<file path="config.mk">
export PLATFORM = sky130hd
export DESIGN_NAME = div_issue_controller_flat
export DESIGN_NICKNAME = d
export VERILOG_FILES = /design/src/rtl/div_issue_controller_if.sv /design/src/rtl/div_issue_controller.sv /design/src/flat_wrapper.sv
export SDC_FILE = /design/constraint.sdc
export NUM_CORES = 1
export LEC_CHECK = 0
export CAP_MARGIN = 10
export CORE_AREA = 2 2 178 180
export DETAILED_ROUTE_END_ITERATION = 12
export DIE_AREA = 0 0 180 182
export PLACE_DENSITY = 0.72
export REMOVE_ABC_BUFFERS = 1
export SETUP_SLACK_MARGIN = 0.15
export SLEW_MARGIN = 10
export SYNTH_ARGS = -nofsm -noshare
export SYNTH_HDL_FRONTEND = slang
export SYNTH_SLANG_ARGS = --single-unit
</file>
<file path="constraint.sdc">
create_clock -name clk -period 10.9 [get_ports clk]
set_input_delay 2.18 -clock clk [delete_from_list [all_inputs] [get_ports clk]]
set_output_delay 2.18 -clock clk [all_outputs]
set_load 0.01 [all_outputs]
</file>
<file path="src/rtl/div_issue_controller_if.sv">
// Request/writeback channel between the execute stage and the divide issue controller.
// The requester drives master, the controller implements slave.
interface div_issue_controller_if #(
  parameter int XLEN = 32,
  parameter int ID_W = 3
);
  logic            issue_valid;
  logic            issue_ready;
  logic [XLEN-1:0] issue_rs1;
  logic [XLEN-1:0] issue_rs2;
  logic [1:0]      issue_op;
  logic [ID_W-1:0] issue_id;
  logic            wb_valid;
  logic            wb_ack;
  logic [ID_W-1:0] wb_id;
  logic [XLEN-1:0] wb_data;

  modport master (
    output issue_valid, issue_rs1, issue_rs2, issue_op, issue_id, wb_ack,
    input  issue_ready, wb_valid, wb_id, wb_data
  );

  modport slave (
    input  issue_valid, issue_rs1, issue_rs2, issue_op, issue_id, wb_ack,
    output issue_ready, wb_valid, wb_id, wb_data
  );
endinterface

</file>
<file path="src/rtl/div_issue_controller.sv">
// Sign-handling sequencer in front of an unsigned divider core with a 2-entry request FIFO.
// Optional DIV_RESULT_REUSE_EN: reuse the last core result for a request with identical operands.
module div_issue_controller #(
  parameter int XLEN = 32,
  parameter int ID_W = 3
) (
  input  logic                   clk,
  input  logic                   rst,
  div_issue_controller_if.slave  bus,
  output logic                   div_start,
  output logic [XLEN-1:0]        div_dividend,
  output logic [XLEN-1:0]        div_divisor,
  input  logic                   div_done,
  input  logic [XLEN-1:0]        div_quotient,
  input  logic [XLEN-1:0]        div_remainder,
  input  logic                   div_divisor_is_zero
);
  typedef enum logic [1:0] {IDLE = 2'd0, START = 2'd1, WAIT = 2'd2, RESULT = 2'd3} state_t;

  function automatic logic [XLEN-1:0] neg_f(input logic [XLEN-1:0] v);
    return ~v + {{(XLEN-1){1'b0}}, 1'b1};
  endfunction

  state_t          state_r, state_next_s;
  logic [XLEN-1:0] fifo_rs1_r [2];
  logic [XLEN-1:0] fifo_rs2_r [2];
  logic [1:0]      fifo_op_r  [2];
  logic [ID_W-1:0] fifo_id_r  [2];
  logic            wr_ptr_r, rd_ptr_r, full_r;
  logic [1:0]      count_r, count_next_s;
  logic            push_s, pop_s, hit_s;
  logic [XLEN-1:0] head_rs1_s, head_rs2_s, reuse_data_s;
  logic [1:0]      head_op_s;
  logic [ID_W-1:0] head_id_s;
  logic            rs1_neg_s, rs2_neg_s;
  logic [XLEN-1:0] rs1_r, q_fix_s, r_fix_s, res_s;
  logic            rem_r, neg_q_r, neg_r_r;
  logic [ID_W-1:0] id_r;
  logic            div_start_r, wb_valid_r;
  logic [ID_W-1:0] wb_id_r;
  logic [XLEN-1:0] wb_data_r, dividend_r, divisor_r;

  assign push_s          = bus.issue_valid & ~full_r;
  assign bus.issue_ready = ~full_r;
  assign bus.wb_valid    = wb_valid_r;
  assign bus.wb_id       = wb_id_r;
  assign bus.wb_data     = wb_data_r;
  assign div_start       = div_start_r;
  assign div_dividend    = dividend_r;
  assign div_divisor     = divisor_r;

  assign head_rs1_s = fifo_rs1_r[rd_ptr_r];
  assign head_rs2_s = fifo_rs2_r[rd_ptr_r];
  assign head_op_s  = fifo_op_r[rd_ptr_r];
  assign head_id_s  = fifo_id_r[rd_ptr_r];
  assign rs1_neg_s  = ~head_op_s[0] & head_rs1_s[XLEN-1];
  assign rs2_neg_s  = ~head_op_s[0] & head_rs2_s[XLEN-1];

  // FIFO payload storage, written on every accepted request
  always_ff @(posedge clk) begin
    if (push_s) begin
      fifo_rs1_r[wr_ptr_r] <= bus.issue_rs1;
      fifo_rs2_r[wr_ptr_r] <= bus.issue_rs2;
      fifo_op_r[wr_ptr_r]  <= bus.issue_op;
      fifo_id_r[wr_ptr_r]  <= bus.issue_id;
    end
  end

  // FIFO occupancy after this cycle's push/pop
  always_comb begin
    count_next_s = count_r;
    case ({push_s, pop_s})
      2'b10:   count_next_s = count_r + 2'd1;
      2'b01:   count_next_s = count_r - 2'd1;
      default: count_next_s = count_r;
    endcase
  end

  // FIFO pointers and registered full flag
  always_ff @(posedge clk) begin
    if (rst) begin
      wr_ptr_r <= 1'b0;
      rd_ptr_r <= 1'b0;
      count_r  <= 2'd0;
      full_r   <= 1'b0;
    end else begin
      if (push_s) wr_ptr_r <= ~wr_ptr_r;
      if (pop_s)  rd_ptr_r <= ~rd_ptr_r;
      count_r <= count_next_s;
      full_r  <= (count_next_s == 2'd2);
    end
  end

`ifdef DIV_RESULT_REUSE_EN
  logic            reuse_valid_r, reuse_uns_r, uns_r;
  logic [XLEN-1:0] reuse_rs1_r, reuse_rs2_r, reuse_q_r, reuse_r_r, rs2_r;

  // Match the FIFO head against the last completed operand pair
  always_comb begin
    hit_s        = reuse_valid_r && (head_rs1_s == reuse_rs1_r) &&
                   (head_rs2_s == reuse_rs2_r) && (head_op_s[0] == reuse_uns_r);
    reuse_data_s = head_op_s[1] ? reuse_r_r : reuse_q_r;
  end

  // Keep the original operands and final signed results of the last core run
  always_ff @(posedge clk) begin
    if (rst) begin
      reuse_valid_r <= 1'b0;
      reuse_uns_r   <= 1'b0;
      uns_r         <= 1'b0;
      rs2_r         <= {XLEN{1'b0}};
      reuse_rs1_r   <= {XLEN{1'b0}};
      reuse_rs2_r   <= {XLEN{1'b0}};
      reuse_q_r     <= {XLEN{1'b0}};
      reuse_r_r     <= {XLEN{1'b0}};
    end else begin
      if (pop_s) begin
        uns_r <= head_op_s[0];
        rs2_r <= head_rs2_s;
      end
      if (state_r == WAIT && div_done) begin
        reuse_valid_r <= 1'b1;
        reuse_uns_r   <= uns_r;
        reuse_rs1_r   <= rs1_r;
        reuse_rs2_r   <= rs2_r;
        reuse_q_r     <= q_fix_s;
        reuse_r_r     <= r_fix_s;
      end
    end
  end
`else
  assign hit_s        = 1'b0;
  assign reuse_data_s = {XLEN{1'b0}};
`endif

  // Next state and FIFO pop
  always_comb begin
    state_next_s = state_r;
    pop_s        = 1'b0;
    case (state_r)
      IDLE: begin
        if (count_r != 2'd0) begin
          pop_s        = 1'b1;
          state_next_s = hit_s ? RESULT : START;
        end else begin
          state_next_s = IDLE;
        end
      end
      START: state_next_s = WAIT;
      WAIT: begin
        if (div_done) state_next_s = RESULT;
        else          state_next_s = WAIT;
      end
      RESULT: begin
        if (bus.wb_ack) state_next_s = IDLE;
        else            state_next_s = RESULT;
      end
      default: state_next_s = IDLE;
    endcase
  end

  // Sign and divide-by-zero fixup of the core result
  always_comb begin
    if (div_divisor_is_zero) begin
      q_fix_s = {XLEN{1'b1}};
      r_fix_s = rs1_r;
    end else begin
      q_fix_s = neg_q_r ? neg_f(div_quotient)  : div_quotient;
      r_fix_s = neg_r_r ? neg_f(div_remainder) : div_remainder;
    end
    res_s = rem_r ? r_fix_s : q_fix_s;
  end

  // FSM state, registered outputs and popped-request context
  always_ff @(posedge clk) begin
    if (rst) begin
      state_r     <= IDLE;
      div_start_r <= 1'b0;
      wb_valid_r  <= 1'b0;
      wb_id_r     <= {ID_W{1'b0}};
      wb_data_r   <= {XLEN{1'b0}};
      dividend_r  <= {XLEN{1'b0}};
      divisor_r   <= {XLEN{1'b0}};
      rs1_r       <= {XLEN{1'b0}};
      id_r        <= {ID_W{1'b0}};
      rem_r       <= 1'b0;
      neg_q_r     <= 1'b0;
      neg_r_r     <= 1'b0;
    end else begin
      state_r     <= state_next_s;
      div_start_r <= (state_next_s == START);
      wb_valid_r  <= (state_next_s == RESULT);
      if (pop_s) begin
        rs1_r      <= head_rs1_s;
        id_r       <= head_id_s;
        rem_r      <= head_op_s[1];
        neg_q_r    <= rs1_neg_s ^ rs2_neg_s;
        neg_r_r    <= rs1_neg_s;
        dividend_r <= rs1_neg_s ? neg_f(head_rs1_s) : head_rs1_s;
        divisor_r  <= rs2_neg_s ? neg_f(head_rs2_s) : head_rs2_s;
      end
      if (state_r == WAIT && div_done) begin
        wb_id_r   <= id_r;
        wb_data_r <= res_s;
      end else if (pop_s && hit_s) begin
        wb_id_r   <= head_id_s;
        wb_data_r <= reuse_data_s;
      end
    end
  end
endmodule
</file>
<file path="src/flat_wrapper.sv">
// flat-port wrapper written by rule: the top's interface ports become plain ports
module div_issue_controller_flat 
#(
  parameter int XLEN = 32,
  parameter int ID_W = 3
)
  (clk, rst, div_start, div_dividend, div_divisor, div_done, div_quotient, div_remainder, div_divisor_is_zero, bus_issue_valid, bus_issue_rs1, bus_issue_rs2, bus_issue_op, bus_issue_id, bus_wb_ack, bus_issue_ready, bus_wb_valid, bus_wb_id, bus_wb_data);
  div_issue_controller_if #(.XLEN(XLEN), .ID_W(ID_W)) bus_i ();
  input  logic clk;
  input  logic rst;
  output logic div_start;
  output logic [XLEN-1:0] div_dividend;
  output logic [XLEN-1:0] div_divisor;
  input  logic div_done;
  input  logic [XLEN-1:0] div_quotient;
  input  logic [XLEN-1:0] div_remainder;
  input  logic div_divisor_is_zero;
  input wire logic [$bits(bus_i.issue_valid)-1:0] bus_issue_valid;
  input wire logic [$bits(bus_i.issue_rs1)-1:0] bus_issue_rs1;
  input wire logic [$bits(bus_i.issue_rs2)-1:0] bus_issue_rs2;
  input wire logic [$bits(bus_i.issue_op)-1:0] bus_issue_op;
  input wire logic [$bits(bus_i.issue_id)-1:0] bus_issue_id;
  input wire logic [$bits(bus_i.wb_ack)-1:0] bus_wb_ack;
  output wire logic [$bits(bus_i.issue_ready)-1:0] bus_issue_ready;
  output wire logic [$bits(bus_i.wb_valid)-1:0] bus_wb_valid;
  output wire logic [$bits(bus_i.wb_id)-1:0] bus_wb_id;
  output wire logic [$bits(bus_i.wb_data)-1:0] bus_wb_data;
  assign bus_i.issue_valid = bus_issue_valid;
  assign bus_i.issue_rs1 = bus_issue_rs1;
  assign bus_i.issue_rs2 = bus_issue_rs2;
  assign bus_i.issue_op = bus_issue_op;
  assign bus_i.issue_id = bus_issue_id;
  assign bus_i.wb_ack = bus_wb_ack;
  assign bus_issue_ready = bus_i.issue_ready;
  assign bus_wb_valid = bus_i.wb_valid;
  assign bus_wb_id = bus_i.wb_id;
  assign bus_wb_data = bus_i.wb_data;
  div_issue_controller #(.XLEN(XLEN), .ID_W(ID_W)) u_core (.clk(clk), .rst(rst), .bus(bus_i), .div_start(div_start), .div_dividend(div_dividend), .div_divisor(div_divisor), .div_done(div_done), .div_quotient(div_quotient), .div_remainder(div_remainder), .div_divisor_is_zero(div_divisor_is_zero));
endmodule
</file>
# Word level (Yosys, flattened, before mapping)

Memories as Yosys holds them, arrays and structs flattened. A register that Yosys moved wholly into a read port is not among the register bits.
Cells that the tools add are included.

Bits in registers: 143
Bits in writable memories: 138
Input bits: 139
Output and inout bits: 102
Logic and storage cells: 70
Memories: 4

Add/sub/neg operators: 6
Eq/ne operators: 8
Multiplexer cells: 22
Bitwise operators: 12
Reduce and logical (&&, ||, !) cells: 3

Memory list:

| name              | words | bits a word | read ports | clocked after Yosys merged registers in | wr ports | line                       | RTL |
|---|---|---|---|---|---|---|---|
| u_core.fifo_rs1_r | 2     | 32          | 1          | 1                                       | 1        | div_issue_controller.sv:25 | `logic [XLEN-1:0] fifo_rs1_r [2];` |
| u_core.fifo_rs2_r | 2     | 32          | 1          | 1                                       | 1        | div_issue_controller.sv:26 | `logic [XLEN-1:0] fifo_rs2_r [2];` |
| u_core.fifo_id_r  | 2     | 3           | 1          | 1                                       | 1        | div_issue_controller.sv:28 | `logic [ID_W-1:0] fifo_id_r [2];` |
| u_core.fifo_op_r  | 2     | 2           | 1          | 1                                       | 1        | div_issue_controller.sv:27 | `logic [1:0] fifo_op_r [2];` |

Operator list:

| cell                                                                | count |
|---|---|
| 32-bit two-way mux                                                  | 7 |
| 32-bit by 1-bit adder with 32-bit output (second input constant)    | 4 |
| 32-bit NOT                                                          | 4 |
| 1-bit two-way mux                                                   | 12 |
| 2-bit == test (second input constant)                               | 5 |
| 2-bit case mux with 4 select lines                                  | 1 |
| 2-bit by 1-bit == test with 1-bit output (second input constant)    | 3 |
| 1-bit NOT                                                           | 4 |
| 2-bit case mux with 2 select lines                                  | 1 |
| 1-bit AND                                                           | 3 |
| 2-bit by 1-bit adder with 2-bit output (second input constant)      | 1 |
| 2-bit logical NOT                                                   | 1 |
| 2-bit two-way mux                                                   | 1 |
| 2-bit nonzero test                                                  | 1 |
| 2-bit by 1-bit subtractor with 2-bit output (second input constant) | 1 |
| 1-bit logical AND                                                   | 1 |
| 1-bit bitwise XOR                                                   | 1 |

# Longest topological paths before layout

Depth in word-level cells: 6
Gate-level depth with buffers: 13
Depth with buffers taken out: 8

# Least setup slack after synthesis

OpenSTA, ideal clock, no wires.

Kind: input -> register
Start point: in bus_issue_valid
End point: mem u_core.fifo_id_r[0][0] (enable)
Setup time: 0.496 ns
Arrival: 5.154 ns
Data required time: 10.404 ns
Path slack: 5.249 ns
Stages on the path: 2
Path buffers: 0
Cell sequence: nand2_1 nor2_1

Cells in the longest elaborated chain, start to end: 3

Ends and longest elaborated chain:

| element                                 | line                       | RTL |
|---|---|---|
| start, declared                         | flat_wrapper.sv:18         | `input wire logic [$bits(bus_i.issue_valid)-1:0] bus_issue_valid;` |
| 1-bit AND                               | div_issue_controller.sv:43 | `assign push_s = bus.issue_valid & ~full_r;` |
| 1-bit two-way mux                       | div_issue_controller.sv:61 | `if (push_s) begin` |
| 1-bit two-way mux (implied by the code) | div_issue_controller.sv:65 | `fifo_id_r[wr_ptr_r] <= bus.issue_id;` |
| end, declared                           | div_issue_controller.sv:28 |  |

Every way passes these cells.

# Worst setup path in the final report

Start point: in div_remainder[6]
End point: reg u_core.wb_data_r[25], in the netlist u_core.bus.wb_data[25]

Cells in the longest elaborated chain, start to end: 5

Ends and longest elaborated chain:

| element                                  | line                        | RTL |
|---|---|---|
| start, declared                          | flat_wrapper.sv:16          | `input logic [XLEN-1:0] div_remainder;` |
| 32-bit NOT                               | div_issue_controller.sv:21  | `return ~v + {{(XLEN-1){1'b0}}, 1'b1};` |
| 32-bit by 1-bit adder with 32-bit output | div_issue_controller.sv:21  |  |
| 32-bit two-way mux                       | div_issue_controller.sv:169 | `r_fix_s = neg_r_r ? neg_f(div_remainder) : div_remainder;` |
| 32-bit two-way mux                       | div_issue_controller.sv:164 | `if (div_divisor_is_zero) begin` |
| 32-bit two-way mux                       | div_issue_controller.sv:171 | `res_s = rem_r ? r_fix_s : q_fix_s;` |
| end signal, assigned                     | div_issue_controller.sv:181 | `wb_data_r <= {XLEN{1'b0}};` |
| end signal, assigned                     | div_issue_controller.sv:204 | `wb_data_r <= res_s;` |
| end signal, assigned                     | div_issue_controller.sv:207 | `wb_data_r <= reuse_data_s;` |
| end, declared                            | div_issue_controller.sv:41  | `logic [XLEN-1:0] wb_data_r, dividend_r, divisor_r;` |

Every way passes these cells.
A chain may end at the register's enable or synchronous reset.

==> key figures <==
Pwr
  • Leakage power total: 5.78 nW
  • Worst voltage drop across the vdd grid: 0.139 mV
  • Power per Cell Area: 251 mW/mm²

Clock network
  • Clock root buffer: clkbuf_16
  • TritonCTS clock tree: done
  • Hold buffer count at cts: 0
  • CTS H-tree depth: 1
  • Buffers inserted by post-CTS timing repair: 0
  • Clock-pin slew on the worst setup and hold paths: 0.07 ns
  • CTS sink count: 284
  • Insertion delay of the later-clocked pin in the worst-skew pair: 0.56 ns
  • Maximum buffer depth of the clock tree: 3
  • CTS resizes: 0
  • Number of clock buffers inserted by TritonCTS: 30

Timing
  • Share of the clock period used by the worst path after layout: 0.415
  • Number of setup violations in the final report: 0
  • Final-report max-slew violation count: 0
  • Maximum operating frequency: 221 MHz
  • Clock skew after layout: 0.0186 ns
  • Worst Tran Pin Value: 1.14 ns
  • Sum of negative setup slack: 0 ns
  • Max transition margin: 0.237
  • Unrepaired setup endpoints after global routing: false
  • Min cycle time layout: 4.53 ns
  • Final hold vios: 0

Critical path
  • Kind of capture point of the worst setup path: flop
  • Worst-path cell with the longest stage delay: nor4_1
  • Arrival time at the worst endpoint: 4.98 ns
  • Critical path's largest stage delay: 0.74 ns
  • Count of cells along the worst register-to-register path: 7
  • Critical path fanouts, max: 7
  • Destination of the worst register-to-register timing path: u_core.div_dividend[30]
  • Critical path data required time: 11.35 ns
  • Worst setup startpoint: div_remainder[6]
  • Internal reg-to-reg setup slack: 6.98 ns
  • Crit Path Category: primary input to flop
  • Delay-heaviest family, CP: simple AND/OR/NAND/NOR gates
  • Type of element launching the critical path: primary input
  • Count of buffer and inverter cells on the critical path: 1
  • CP cell instances: clkdlybuf4s50_1, nor4_1, nand2b_1, or3_1, o41ai_1, xnor2_1, a32o_1

Placement
  • Weighted congestion reported at the end of routability-driven placement: 0.888
  • DP Cell Count: 1924
  • Cell area after placement: 0.0164 mm²
  • Number of buffers added on ports: 240
  • Post-DP HPWL: 26900 µm

Global route
  • Number of antenna violations at the first check in global routing: 6
  • Vias in the first global route: 11000
  • Largest net degree at the start of global routing: 70
  • Total congestion overflow after global routing: 0
  • GR Util All Layers: 0.225
  • Wire length of the first global-routing pass: 59500 µm

Drt
  • Count of TritonRoute iterations in the first routing pass: 5
  • Vias per std cell: 5.66
  • Routed WL per cell: 19.2 µm
  • Routed vias: 11200
  • Post-detailed-route count of antenna-violating nets: 0
  • DRC: 0
  • Violation count after the first detailed-routing iteration: 837
  • Total wire length after detailed routing: 38000 µm

Yosys
  • Proportion of synthesized chip area in sequential cells: 0.517
  • Synth Register Bits: 284
  • Mean cell area of the mapped netlist: 10.1 µm²
  • Summed instance area of the synthesized netlist: 0.0137 mm²
  • Ys async rst share: 0
  • Most frequently used flop master after synthesis: dfxtp_1
  • Yosys synthesis warning count: 0
  • Number of synthesized flops with an enable pin: 138
  • Synthesized instance count: 1352
  • Netlist cell types: 74

Floorplan
  • Number of cell rows: 65
  • Die Width: 180 µm
  • Die Outline Area: 0.0328 mm²
  • Die Y-Extent: 182 µm
  • Initial Utilization: 0.441
  • Number of top-level pins: 241
  • Standard cell core area: 0.0310 mm²

Layout
  • Filler Cells Inserted: 2632
  • Area added between synthesis and finish: 28.2%
  • Filler-free cell count of the finished design: 1982
  • Net total in the final layout: 1698
  • Fraction of layout instances using a drive strength above 1: 0.0634
  • Final Instance Area: 0.0175 mm²
  • Commonest non-fill, non-tap cells in the layout: clkdlybuf4s50_1, dfxtp_1, edfxtp_1
  • Final cell utilization of the core: 0.565
  • Leading cell type in the layout, fill and taps excluded: clkdlybuf4s50_1

Min path
  • Hold Path Stages: 2
  • HP Class: flop to flop
  • Hold-critical path endpoint: u_core.div_divisor[5]
  • Startpoint of the most critical hold path: u_core.div_divisor[5]

Outcome
  • Result of the run: finished, final reports clean

Job
  • Maximum Capacitance Violations: 0
layer usage:
layer,share of wire,vias to the layer above,global-route usage,routed length [µm]
met3,0.072,75,0.0523,2730
met2,0.47,372,0.380,17900
li1,-,5440,-,-
met1,0.43,5330,0.289,16400
met5,0.0017,-,0,64
met4,0.024,10,0.0663,923
worst max-delay path by stage:
stage / end / slack (ns) / cells after the start
floorplan: u_core.full_r / 4.33 / 7
global placement: u_core.bus.wb_data[25] / 5.93 / 7
detailed placement: u_core.bus.wb_data[25] / 5.82 / 7
CTS: u_core.bus.wb_data[25] / 6.40 / 7
global route: u_core.bus.wb_data[25] / 6.25 / 7
finish: u_core.bus.wb_data[25] / 6.37 / 7
logic make-up after synthesis:
logic type | count (synthesis) | synth area share
AOI/OAI and AO/OA | 331 | 0.160
xor gates and xnor gates | 104 | 0.0667
DFF | 284 | 0.517
buffers and inverters | 105 | 0.0304
and+or+nand+nor | 431 | 0.153
adders and majority gates | 5 | 0.00458
muxes | 92 | 0.0684
synth_stat cells, types with 4 or more instances:
cell type / count / area, µm²
or2_2: 5 / 31.3
nand3_1: 13 / 65.1
or3_1: 18 / 113
buf_1: 12 / 45.0
a32oi_1: 4 / 35.0
a21oi_1: 84 / 420
a221oi_1: 10 / 87.6
dfxtp_1: 146 / 2920
and2_1: 5 / 31.3
o21ai_0: 55 / 275
nand2b_1: 12 / 75.1
a211oi_1: 37 / 278
inv_1: 18 / 67.6
o41ai_1: 16 / 140
xor2_1: 57 / 499
mux2_2: 11 / 124
or4_1: 10 / 75.1
nand4_1: 4 / 25.0
nor2_1: 103 / 387
nor3b_1: 11 / 82.6
edfxtp_1: 138 / 4140
clkbuf_1: 59 / 221
nand2_1: 134 / 503
o31ai_1: 22 / 165
o211ai_1: 14 / 105
nor4_1: 22 / 138
nand3b_1: 7 / 52.6
ha_1: 5 / 62.6
o32ai_1: 5 / 43.8
a31oi_1: 14 / 87.6
mux2i_1: 81 / 811
nor3_1: 63 / 315
o21ai_1: 19 / 95.1
o22ai_1: 13 / 81.3
and3_1: 5 / 31.3
nor4b_1: 5 / 43.8
buf_2: 14 / 70.1
xnor2_1: 47 / 412
o221ai_1: 4 / 35.0
flip-flops by register name (all words and copies together) (netlist names), 4 cells and up, named ones only:
register and flops:
u_core.fifo_id_r 6, u_core.div_dividend 32, u_core.div_divisor 32, u_core.fifo_rs1_r 64, u_core.fifo_op_r 4, u_core.rs1_r 31
u_core.bus.wb_data 32, u_core.fifo_rs2_r 64
cell type report:
cell class | instances | area (µm²) | share of cell area
Clock buffer | 41 | 897 | 0.0513
Sequential cell | 284 | 7070 | 0.404
Tap cell | 402 | 503 | 0.0287
Antenna cell | 2 | 5.00 | 0.000286
Clock inverter | 15 | 235 | 0.0134
Multi-Input combinational cell | 963 | 6200 | 0.354
Inverter | 19 | 73.8 | 0.00422
Timing Repair Buffer | 256 | 2520 | 0.144
power by group:
part,internal (W),switching (W)
Combinational,0.000708,0.000934
Clock,0.000718,0.000423
Sequential,0.00142,0.000193
Total,0.00284,0.00155
per-stage QoR:
stage                     hold slack, ns  worst slack (ns)  power, W
after floorplan                    0.426              4.33   0.00265
after CTS                          0.447              6.40   0.00442
after detailed placement           0.438              5.82   0.00326
after global routing               0.468              6.25   0.00466
after global placement             0.440              5.93   0.00323
final                              0.449              6.37   0.00439
worst reg2reg max path, delay by kind of cell, from the launching register on:
kind	cells	cell delay, ns
buffers and inverters	1	0.76
muxes	2	0.75
AOI/OAI and AO/OA	2	0.50
DFF	1	0.64
and+or+nand+nor	2	1.13
No activity file was read; power rests on OpenSTA's default activity.
